`src/rtl/decode_pkg.sv`:
```
// Shared decode definitions: RV32I opcodes, immediate formats, issue payload.
package decode_pkg;
  localparam logic [6:0] OPC_LUI    = 7'b0110111;
  localparam logic [6:0] OPC_AUIPC  = 7'b0010111;
  localparam logic [6:0] OPC_JAL    = 7'b1101111;
  localparam logic [6:0] OPC_JALR   = 7'b1100111;
  localparam logic [6:0] OPC_BRANCH = 7'b1100011;
  localparam logic [6:0] OPC_LOAD   = 7'b0000011;
  localparam logic [6:0] OPC_STORE  = 7'b0100011;
  localparam logic [6:0] OPC_OPIMM  = 7'b0010011;
  localparam logic [6:0] OPC_OP     = 7'b0110011;

  typedef enum logic [2:0] {FMT_R, FMT_I, FMT_S, FMT_B, FMT_U, FMT_J, FMT_NONE} fmt_e;

  typedef struct packed {
    logic [31:0] pc;
    logic [6:0]  opcode;
    logic [2:0]  funct3;
    logic [6:0]  funct7;
    logic [4:0]  rd;
    logic [31:0] rs1_val;
    logic [31:0] rs2_val;
    logic [31:0] imm;
    logic        we;
    logic        illegal;
  } dec_pl_t;

  function automatic fmt_e opc_fmt(input logic [6:0] opc);
    case (opc)
      OPC_LUI, OPC_AUIPC:            return FMT_U;
      OPC_JAL:                       return FMT_J;
      OPC_JALR, OPC_LOAD, OPC_OPIMM: return FMT_I;
      OPC_STORE:                     return FMT_S;
      OPC_BRANCH:                    return FMT_B;
      OPC_OP:                        return FMT_R;
      default:                       return FMT_NONE;
    endcase
  endfunction

  // R-type and unknown opcodes carry no immediate.
  function automatic logic [31:0] imm_gen(input logic [31:0] i, input fmt_e f);
    case (f)
      FMT_I:   return {{20{i[31]}}, i[31:20]};
      FMT_S:   return {{20{i[31]}}, i[31:25], i[11:7]};
      FMT_B:   return {{19{i[31]}}, i[31], i[7], i[30:25], i[11:8], 1'b0};
      FMT_U:   return {i[31:12], 12'b0};
      FMT_J:   return {{11{i[31]}}, i[31], i[19:12], i[20], i[30:21], 1'b0};
      default: return 32'd0;
    endcase
  endfunction
endpackage

```
`src/rtl/scoreboard.sv`:
```
// 32-entry busy-bit scoreboard; x0 never busy, a set beats a same-cycle clear.
module scoreboard (
  input  logic       clk,
  input  logic       rst,
  input  logic       i_set_en,
  input  logic [4:0] i_set_idx,
  input  logic       i_clr_a_en,
  input  logic [4:0] i_clr_a_idx,
  input  logic       i_clr_b_en,
  input  logic [4:0] i_clr_b_idx,
  input  logic [4:0] i_q1_idx,
  input  logic [4:0] i_q2_idx,
  output logic       o_q1_busy,
  output logic       o_q2_busy
);
  logic [31:0] r_busy;
  logic [31:0] w_busy_nxt;

  always_comb begin
    w_busy_nxt = r_busy;
    if (i_clr_a_en) w_busy_nxt[i_clr_a_idx] = 1'b0;
    if (i_clr_b_en) w_busy_nxt[i_clr_b_idx] = 1'b0;
    if (i_set_en)   w_busy_nxt[i_set_idx]   = 1'b1;
    w_busy_nxt[0] = 1'b0;
  end

  always_ff @(posedge clk) begin
    if (!rst) r_busy <= '0;
    else      r_busy <= w_busy_nxt;
  end

  assign o_q1_busy = (i_q1_idx != 5'd0) && r_busy[i_q1_idx];
  assign o_q2_busy = (i_q2_idx != 5'd0) && r_busy[i_q2_idx];
endmodule

```
`src/rtl/decode_stage.sv`:
```
// RV32I decode stage with scoreboard interlock and one-entry issue register.
// Optional macro DECODE_WB_BYPASS_EN forwards wb_data to a source that retires this cycle.
module decode_stage
  import decode_pkg::*;
(
  input  logic        clk,
  input  logic        rst,
  input  logic        in_valid,
  output logic        in_ready,
  input  logic [31:0] in_instr,
  input  logic [31:0] in_pc,
  output logic [5:0]  rf_reg_a,
  output logic [5:0]  rf_reg_b,
  input  logic [31:0] rf_data_a,
  input  logic [31:0] rf_data_b,
  input  logic        wb_valid,
  input  logic [4:0]  wb_rd,
`ifdef DECODE_WB_BYPASS_EN
  input  logic [31:0] wb_data,
`endif
  input  logic        flush,
  output logic        out_valid,
  input  logic        out_ready,
  output logic [31:0] out_pc,
  output logic [6:0]  out_opcode,
  output logic [2:0]  out_funct3,
  output logic [6:0]  out_funct7,
  output logic [4:0]  out_rd,
  output logic [31:0] out_rs1_val,
  output logic [31:0] out_rs2_val,
  output logic [31:0] out_imm,
  output logic        out_we,
  output logic        out_illegal
);
  logic [6:0]  w_opc;
  logic [4:0]  w_rs1, w_rs2, w_rd;
  fmt_e        w_fmt;
  logic        w_use1, w_use2, w_we;
  logic        w_busy1, w_busy2, w_byp1, w_byp2;
  logic        w_haz, w_acc;
  logic [31:0] w_v1, w_v2;
  dec_pl_t     w_pl, r_pl;
  logic        r_valid;

  assign w_opc  = in_instr[6:0];
  assign w_rd   = in_instr[11:7];
  assign w_rs1  = in_instr[19:15];
  assign w_rs2  = in_instr[24:20];
  assign w_fmt  = opc_fmt(w_opc);
  assign w_use1 = w_fmt inside {FMT_R, FMT_I, FMT_S, FMT_B};
  assign w_use2 = w_fmt inside {FMT_R, FMT_S, FMT_B};
  assign w_we   = (w_fmt inside {FMT_R, FMT_I, FMT_U, FMT_J}) && (w_rd != 5'd0);

  assign rf_reg_a = {1'b0, w_rs1};
  assign rf_reg_b = {1'b0, w_rs2};

`ifdef DECODE_WB_BYPASS_EN
  assign w_byp1 = wb_valid && (wb_rd == w_rs1) && (w_rs1 != 5'd0);
  assign w_byp2 = wb_valid && (wb_rd == w_rs2) && (w_rs2 != 5'd0);
  assign w_v1   = w_byp1 ? wb_data : rf_data_a;
  assign w_v2   = w_byp2 ? wb_data : rf_data_b;
`else
  // Without forwarding the busy bit clears at the retire edge, so the stall ends a cycle later.
  assign w_byp1 = 1'b0;
  assign w_byp2 = 1'b0;
  assign w_v1   = rf_data_a;
  assign w_v2   = rf_data_b;
`endif

  assign w_haz    = (w_use1 && w_busy1 && !w_byp1) || (w_use2 && w_busy2 && !w_byp2);
  assign in_ready = rst && (!r_valid || out_ready) && !w_haz && !flush;
  assign w_acc    = in_valid && in_ready;

  always_comb begin
    w_pl         = '0;
    w_pl.pc      = in_pc;
    w_pl.opcode  = w_opc;
    w_pl.funct3  = in_instr[14:12];
    w_pl.funct7  = in_instr[31:25];
    w_pl.rd      = w_rd;
    w_pl.rs1_val = w_v1;
    w_pl.rs2_val = w_v2;
    w_pl.imm     = imm_gen(in_instr, w_fmt);
    w_pl.we      = w_we;
    w_pl.illegal = (w_fmt == FMT_NONE);
  end

  scoreboard u_sb (
    .clk        (clk),
    .rst        (rst),
    .i_set_en   (w_acc && w_we),
    .i_set_idx  (w_rd),
    .i_clr_a_en (wb_valid),
    .i_clr_a_idx(wb_rd),
    .i_clr_b_en (flush && r_valid && r_pl.we),
    .i_clr_b_idx(r_pl.rd),
    .i_q1_idx   (w_rs1),
    .i_q2_idx   (w_rs2),
    .o_q1_busy  (w_busy1),
    .o_q2_busy  (w_busy2)
  );

  always_ff @(posedge clk) begin
    if (!rst) begin
      r_valid <= 1'b0;
      r_pl    <= '0;
    end else if (flush) begin
      r_valid <= 1'b0;
    end else if (w_acc) begin
      r_valid <= 1'b1;
      r_pl    <= w_pl;
    end else if (out_ready) begin
      r_valid <= 1'b0;
    end
  end

  assign out_valid   = r_valid;
  assign out_pc      = r_pl.pc;
  assign out_opcode  = r_pl.opcode;
  assign out_funct3  = r_pl.funct3;
  assign out_funct7  = r_pl.funct7;
  assign out_rd      = r_pl.rd;
  assign out_rs1_val = r_pl.rs1_val;
  assign out_rs2_val = r_pl.rs2_val;
  assign out_imm     = r_pl.imm;
  assign out_we      = r_pl.we;
  assign out_illegal = r_pl.illegal;
endmodule

```
`config.mk`:
```
export PLATFORM = sky130hd
export DESIGN_NAME = decode_stage
export DESIGN_NICKNAME = d
export VERILOG_FILES = /design/src/rtl/decode_pkg.sv /design/src/rtl/scoreboard.sv /design/src/rtl/decode_stage.sv
export SDC_FILE = /design/constraint.sdc
export NUM_CORES = 1
export LEC_CHECK = 0
export CAP_MARGIN = 20
export CORE_AREA = 2 2 149 151
export DETAILED_ROUTE_END_ITERATION = 8
export DIE_AREA = 0 0 151 153
export HOLD_SLACK_MARGIN = 0.15
export MAX_ROUTING_LAYER = met4
export PLACE_DENSITY = 0.75
export REMOVE_ABC_BUFFERS = 1
export SKIP_LAST_GASP = 1
export SLEW_MARGIN = 20
export SYNTH_ARGS = -nofsm -noshare
export SYNTH_HDL_FRONTEND = slang
export SYNTH_SLANG_ARGS = --single-unit
```
`constraint.sdc`:
```
create_clock -name clk -period 3.99 [get_ports clk]
set_clock_uncertainty 0.2 [all_clocks]
set_input_delay 1.197 -clock clk [delete_from_list [all_inputs] [get_ports clk]]
set_output_delay 1.197 -clock clk [all_outputs]
set_load 0.02 [all_outputs]
```
Yosys cells after proc, flatten, opt, wreduce, memory -nomap -nowiden --
Index checks and enable logic that the tools add are counted. W data, S select, Z words.
Storage, ports and cells: register bits after elaboration 185, input bits 139, output and inout bits 166, word-level logic and storage cells 92
Cells by class: reductions and logical operators 32, bitwise operators 7, eq/ne operators 15, order comparisons 8, muxes and demuxes 17
Operators with widths (count):
- $pmux W32 S5 | 1
- $mux W32 | 3
- $and A32 B32 Y32 | 2
- $not A32 Y32 | 2
- $or A32 B32 Y32 | 1
- $lt A5 B6 Y1 const B | 5
- $eq A7 B6 Y1 const B | 3
- $eq A7 B7 Y1 const B | 3
- $pmux W3 S6 | 1
- $demux W1 S5 | 3
- $ge A5 B1 Y1 const B | 3
- $logic_and A1 B1 Y1 | 15
- $reduce_bool A5 Y1 | 3
- $eq A7 B5 Y1 const B | 2
- $bmux W1 S5 | 2
- $eq A3 B3 Y1 const B | 3
- $reduce_bool A4 Y1 | 2
- $eq A7 B2 Y1 const B | 1
- $mux W1 | 7
- $eq A3 B2 Y1 const B | 2
- $reduce_or A2 Y1 | 2
- $eq A3 B1 Y1 const B | 1
- $logic_not A1 Y1 | 3
- $logic_not A3 Y1 | 1
- 6 further kinds | 8

Longest topological paths before layout --
depth after elaboration 13, gate-level depth with buffers 9, depth with buffers taken out 6

By module --
From an unflattened synthesis, not the netlist that was laid out.
Second synthesis, totals: cell total of the unflattened synthesis 1004, area, all modules 9153.8 um2
By module, submodules not included:
- decode_stage | area each 6929.1 um2, cells an instance 764, seq. area each 3062.9 um2, instances 1
- scoreboard | area each 2224.6 um2, cells an instance 240, seq. area each 620.6 um2, instances 1

Least setup slack after synthesis --
No wires, ideal clock.
path type input to output, start point input in_instr[15], end point output in_ready, data required time 2.593 ns, data arrival time 2.835 ns, buffers on the path 1, setup slack -0.242 ns, stages 6, cell sequence buf_2 > mux4_2 > mux4_2 > nand2b_1 > o211ai_2 > o211a_1
On the way: word-level cells in the longest chain between the ends 8, elaborated cells on any way between the ends 9, classes of those cells 2 x mux; 7 x reduce/logical
Ends and longest elaborated chain:
- from (decl) | line decode_stage.sv:10 | input logic [31:0] in_instr,
- $bmux W1 S5 | line scoreboard.sv:32 | assign o_q1_busy = (i_q1_idx != 5'd0) && r_busy[i_q1_idx];
- $mux W1 (implied by the code) | line scoreboard.sv:32
- $logic_and A1 B1 Y1 (*) | line scoreboard.sv:32
- $logic_and A1 B1 Y1 (*) | line decode_stage.sv:70 | assign w_haz = (w_use1 && w_busy1 && !w_byp1) || (w_use2 && w_busy2 && !w_byp2);
- $logic_or A1 B1 Y1 (*) | line decode_stage.sv:70
- $logic_not A1 Y1 (*) | line decode_stage.sv:71 | assign in_ready = rst && (!r_valid || out_ready) && !w_haz && !flush;
- $logic_and A1 B1 Y1 (*) (2 in series) | line decode_stage.sv:71
- to (decl) | line decode_stage.sv:9 | output logic in_ready,
Every way passes the cells marked *; elsewhere a longest branch is shown, timed or not. The select of a mux whose other input is x is not followed.

Worst setup path after layout --
Ends and elaborated chain as after synthesis.

==> flow_metrics.py <==
metrics = {
    "outcome": {
        "outcome": "finished with violations",
        "violations": "setup timing",
    },
    "synthesis": {
        "netlist_area_sq_um": 8640,
        "syn_inst": 988,
        "synth-edff-count": 0,
        "ys_seq_elements": 184,
        "yosys_warnings": 0,
        "yosysUniqueCellTypes": 49,
        "synthArstFlopShare": 0,
        "syn_avg_cell_area_sq_um": 8.75,
        "yosysSeqAreaShare": 0.426,
        "ys.flop_type": "dfxtp_1",
    },
    "timing": {
        "final_max_slew_viol_count": 0,
        "finalCriticalPeriod_ps": 4220,
        "rsz0062_at_grt": "yes",
        "timing.final.ws_setup_ps": -226,
        "finalHoldViolCount": 0,
        "fmax_ghz": 0.237,
        "worstMarginPinSlew_ps": 936,
        "setup_violations": 1,
        "slew_headroom": 0.376,
        "min_period_over_period": 1.06,
    },
    "finish": {
        "fill_cells": 1832,
        "drive_gt1_frac": 0.130,
        "final_util": 0.623,
        "area_growth_pct": 54.8,
        "regArea_sq_um": 3680,
        "multi_input_area_sq_um": 4290,
        "antenna_cells": 0,
        "fin_area_sq_um": 13400,
        "fin_nets": 1465,
    },
    "die": {
        "die_x_microns": 151,
        "coreArea_sq_um": 21500,
        "ios": 305,
        "die-area_sq_um": 23100,
        "rows": 54,
        "initial_core_util": 0.402,
        "fp.dieH_microns": 153,
    },
    "routing": {
        "vias_per_cell": 5.08,
        "first_iter_violations": 484,
        "route.met3.wl_mm": 2.30,
        "dr_wl_met2_mm": 13.2,
        "vias": 8220,
        "wl_per_cell_microns": 17.4,
        "top_layer_used": "met4",
        "wirelength_mm": 28.1,
        "drtPass1Iterations": 5,
        "drc": 0,
        "wl_met1_mm": 11.7,
        "ant_nets": 0,
    },
    "global_route": {
        "overflow": 0,
        "grt_usage": 0.237,
        "grt_pass1_vias": 7944,
        "antenna_found_initial": 0,
        "grt_max_degree": 92,
        "grt_pass1_wl_mm": 42.0,
    },
    "setup_path": {
        "path_class": "in2out",
        "crit_path_end_kind": "output port",
        "r2r-end": "u_sb.r_busy[30]",
        "crit_required_ps": 2590,
        "ff2ff_setup_slack_ps": 590,
        "path_max_fanout": 6,
        "start_kind": "input pin",
        "r2r_cells": 15,
        "arrival_ps": 2820,
        "rr_startpoint": "u_sb.r_busy[11]",
    },
    "clock_tree": {
        "cts_buffer_depth": 2,
        "cts_buffers": 17,
        "clk_latency_ps": 420,
        "cts_root_buf": "clkbuf_16",
        "h-tree-depth": 4,
        "cts_tree": "yes",
        "cts.sinks": 184,
        "clk_pin_slew_ps": 70,
        "holdBufCountCts": 0,
    },
    "min_path": {
        "worstHoldPathType": "reg2reg",
        "min_from": "out_funct7[3]",
        "hold_depth": 2,
        "hold_path_end": "out_funct7[3]",
    },
    "placement": {
        "dpl_worst_slack_ps": -1220,
        "dpl.hpwl_mm": 20.1,
        "numPortBuffers": 302,
        "post_dp_cell_area_sq_um": 12300,
        "routabilityCongestion": 0.995,
    },
    "job": {
        "cap_violations": 0,
    },
    "power_and_ir_drop": {
        "p_leak_nw": 6.25,
        "cellPowerDensity_nw_per_um2": 327,
        "ir_worst_vdd_uv": 277,
    },
}
-- per-layer routing --
layer / global-route usage / vias to the layer above
met4: 0.0819 / 0
met2: 0.371 / 366
met3: 0.0701 / 63
li1: - / 3966
met1: 0.290 / 3825
met5: - / -
-- registers in the layout, indices dropped and copies added, names as in the netlist, 3 cells and up --
name / flops
out_opcode: 7
out_rs1_val: 32
u_sb.r_busy: 31
out_funct3: 3
out_pc: 32
out_imm: 32
out_rs2_val: 32
out_rd: 5
out_funct7: 7
-- worst max-delay path, cell delays in order --
cell and delay [ps]:
buf_12 100, mux4_2 490, mux4_2 480, nand2b_4 150, o211ai_2 70, o211a_1 210
buf_6 130
-- cell families after synthesis --
kind of cell / share of synthesized area
and+or+nand+nor: 0.157
buffers and inverters: 0.0959
DFF: 0.426
muxes: 0.219
AOI/OAI and AO/OA: 0.102
other: 0.000434
-- worst max path at each step --
stage                 start         endpoint  slack (ps)  cells past startpoint
2_1_floorplan  in_instr[20]  u_sb.r_busy[28]       -5440                      6
3_3_place_gp   in_instr[21]         in_ready       -1200                      7
3_5_place_dp   in_instr[15]         in_ready       -1220                      8
4_1_cts        in_instr[15]         in_ready        -300                      8
5_1_grt        in_instr[21]         in_ready        -300                      8
6_report       in_instr[15]         in_ready        -230                      7
-- timing repair --
action,in CTS,in global routing
pin swaps,2,4
cloned,0,7
endpoints found under the hold margin,0,0
gates resized for setup,29,48
endpoints found under the setup margin,1,185
buffers inserted,9,9
-- per-stage QoR --
step / instances / hold slack (ps) / power, W / TNS (ps)
finish: 1619 / 260 / 0.00438 / -226
global route: 1619 / 269 / 0.00454 / -328
CTS: 1605 / 262 / 0.00438 / -17680
detailed placement: 1564 / 251 / 0.00272 / -43320
global placement: 1564 / 242 / 0.00271 / -37030
floorplan: 911 / 264 / 0.00230 / -966270
-- where the power goes --
group	switching [W]	internal, W
registers	0.0000387	0.00191
clock network	0.000815	0.000851
logic	0.000371	0.000399
-- cells in the mapped netlist (all sizes together) (12+ instances only) --
| master | instances | area (sq um) |
|---|---|---|
| a21oi | 17 | 85.1 |
| buf | 36 | 209 |
| clkbuf | 42 | 158 |
| dfxtp | 184 | 3680 |
| inv | 123 | 462 |
| mux2i | 161 | 1610 |
| mux4 | 12 | 270 |
| nand2 | 236 | 886 |
| nand3 | 12 | 60.1 |
| nor2 | 15 | 56.3 |
| o2111ai | 31 | 278 |
| o31ai | 27 | 203 |
-- final cells by class --
type,instances,share of cell area
Sequential cell,184,0.275
Timing Repair Buffer,396,0.301
Inverter,123,0.0345
Clock buffer,19,0.0331
Clock inverter,13,0.00963
Tap cell,280,0.0262
Multi-Input combinational cell,604,0.320
-- layout by cell type, fill, tap and decap left out, types with 3 or more instances in the layout --
cell type,instances
nor2_1,15
o2111ai_1,30
and2_1,3
clkbuf_16,24
dlymetal6s2s_1,5
a22o_1,4
o41ai_2,4
or2_2,4
nand3_1,12
clkdlybuf4s50_1,289
nor3_1,4
o31ai_1,24
mux2i_1,160
buf_6,7
o21ai_0,4
nor3b_1,6
inv_1,122
inv_8,6
nand2b_1,7
buf_4,71
and3_1,3
o21a_1,3
mux4_2,12
buf_8,3
buf_12,9
nand2_1,236
a21o_1,7
dfxtp_1,184
clkinv_4,5
nand3b_1,7
o31ai_2,3
a21oi_1,15
No activity file was read; power rests on OpenSTA's default activity.
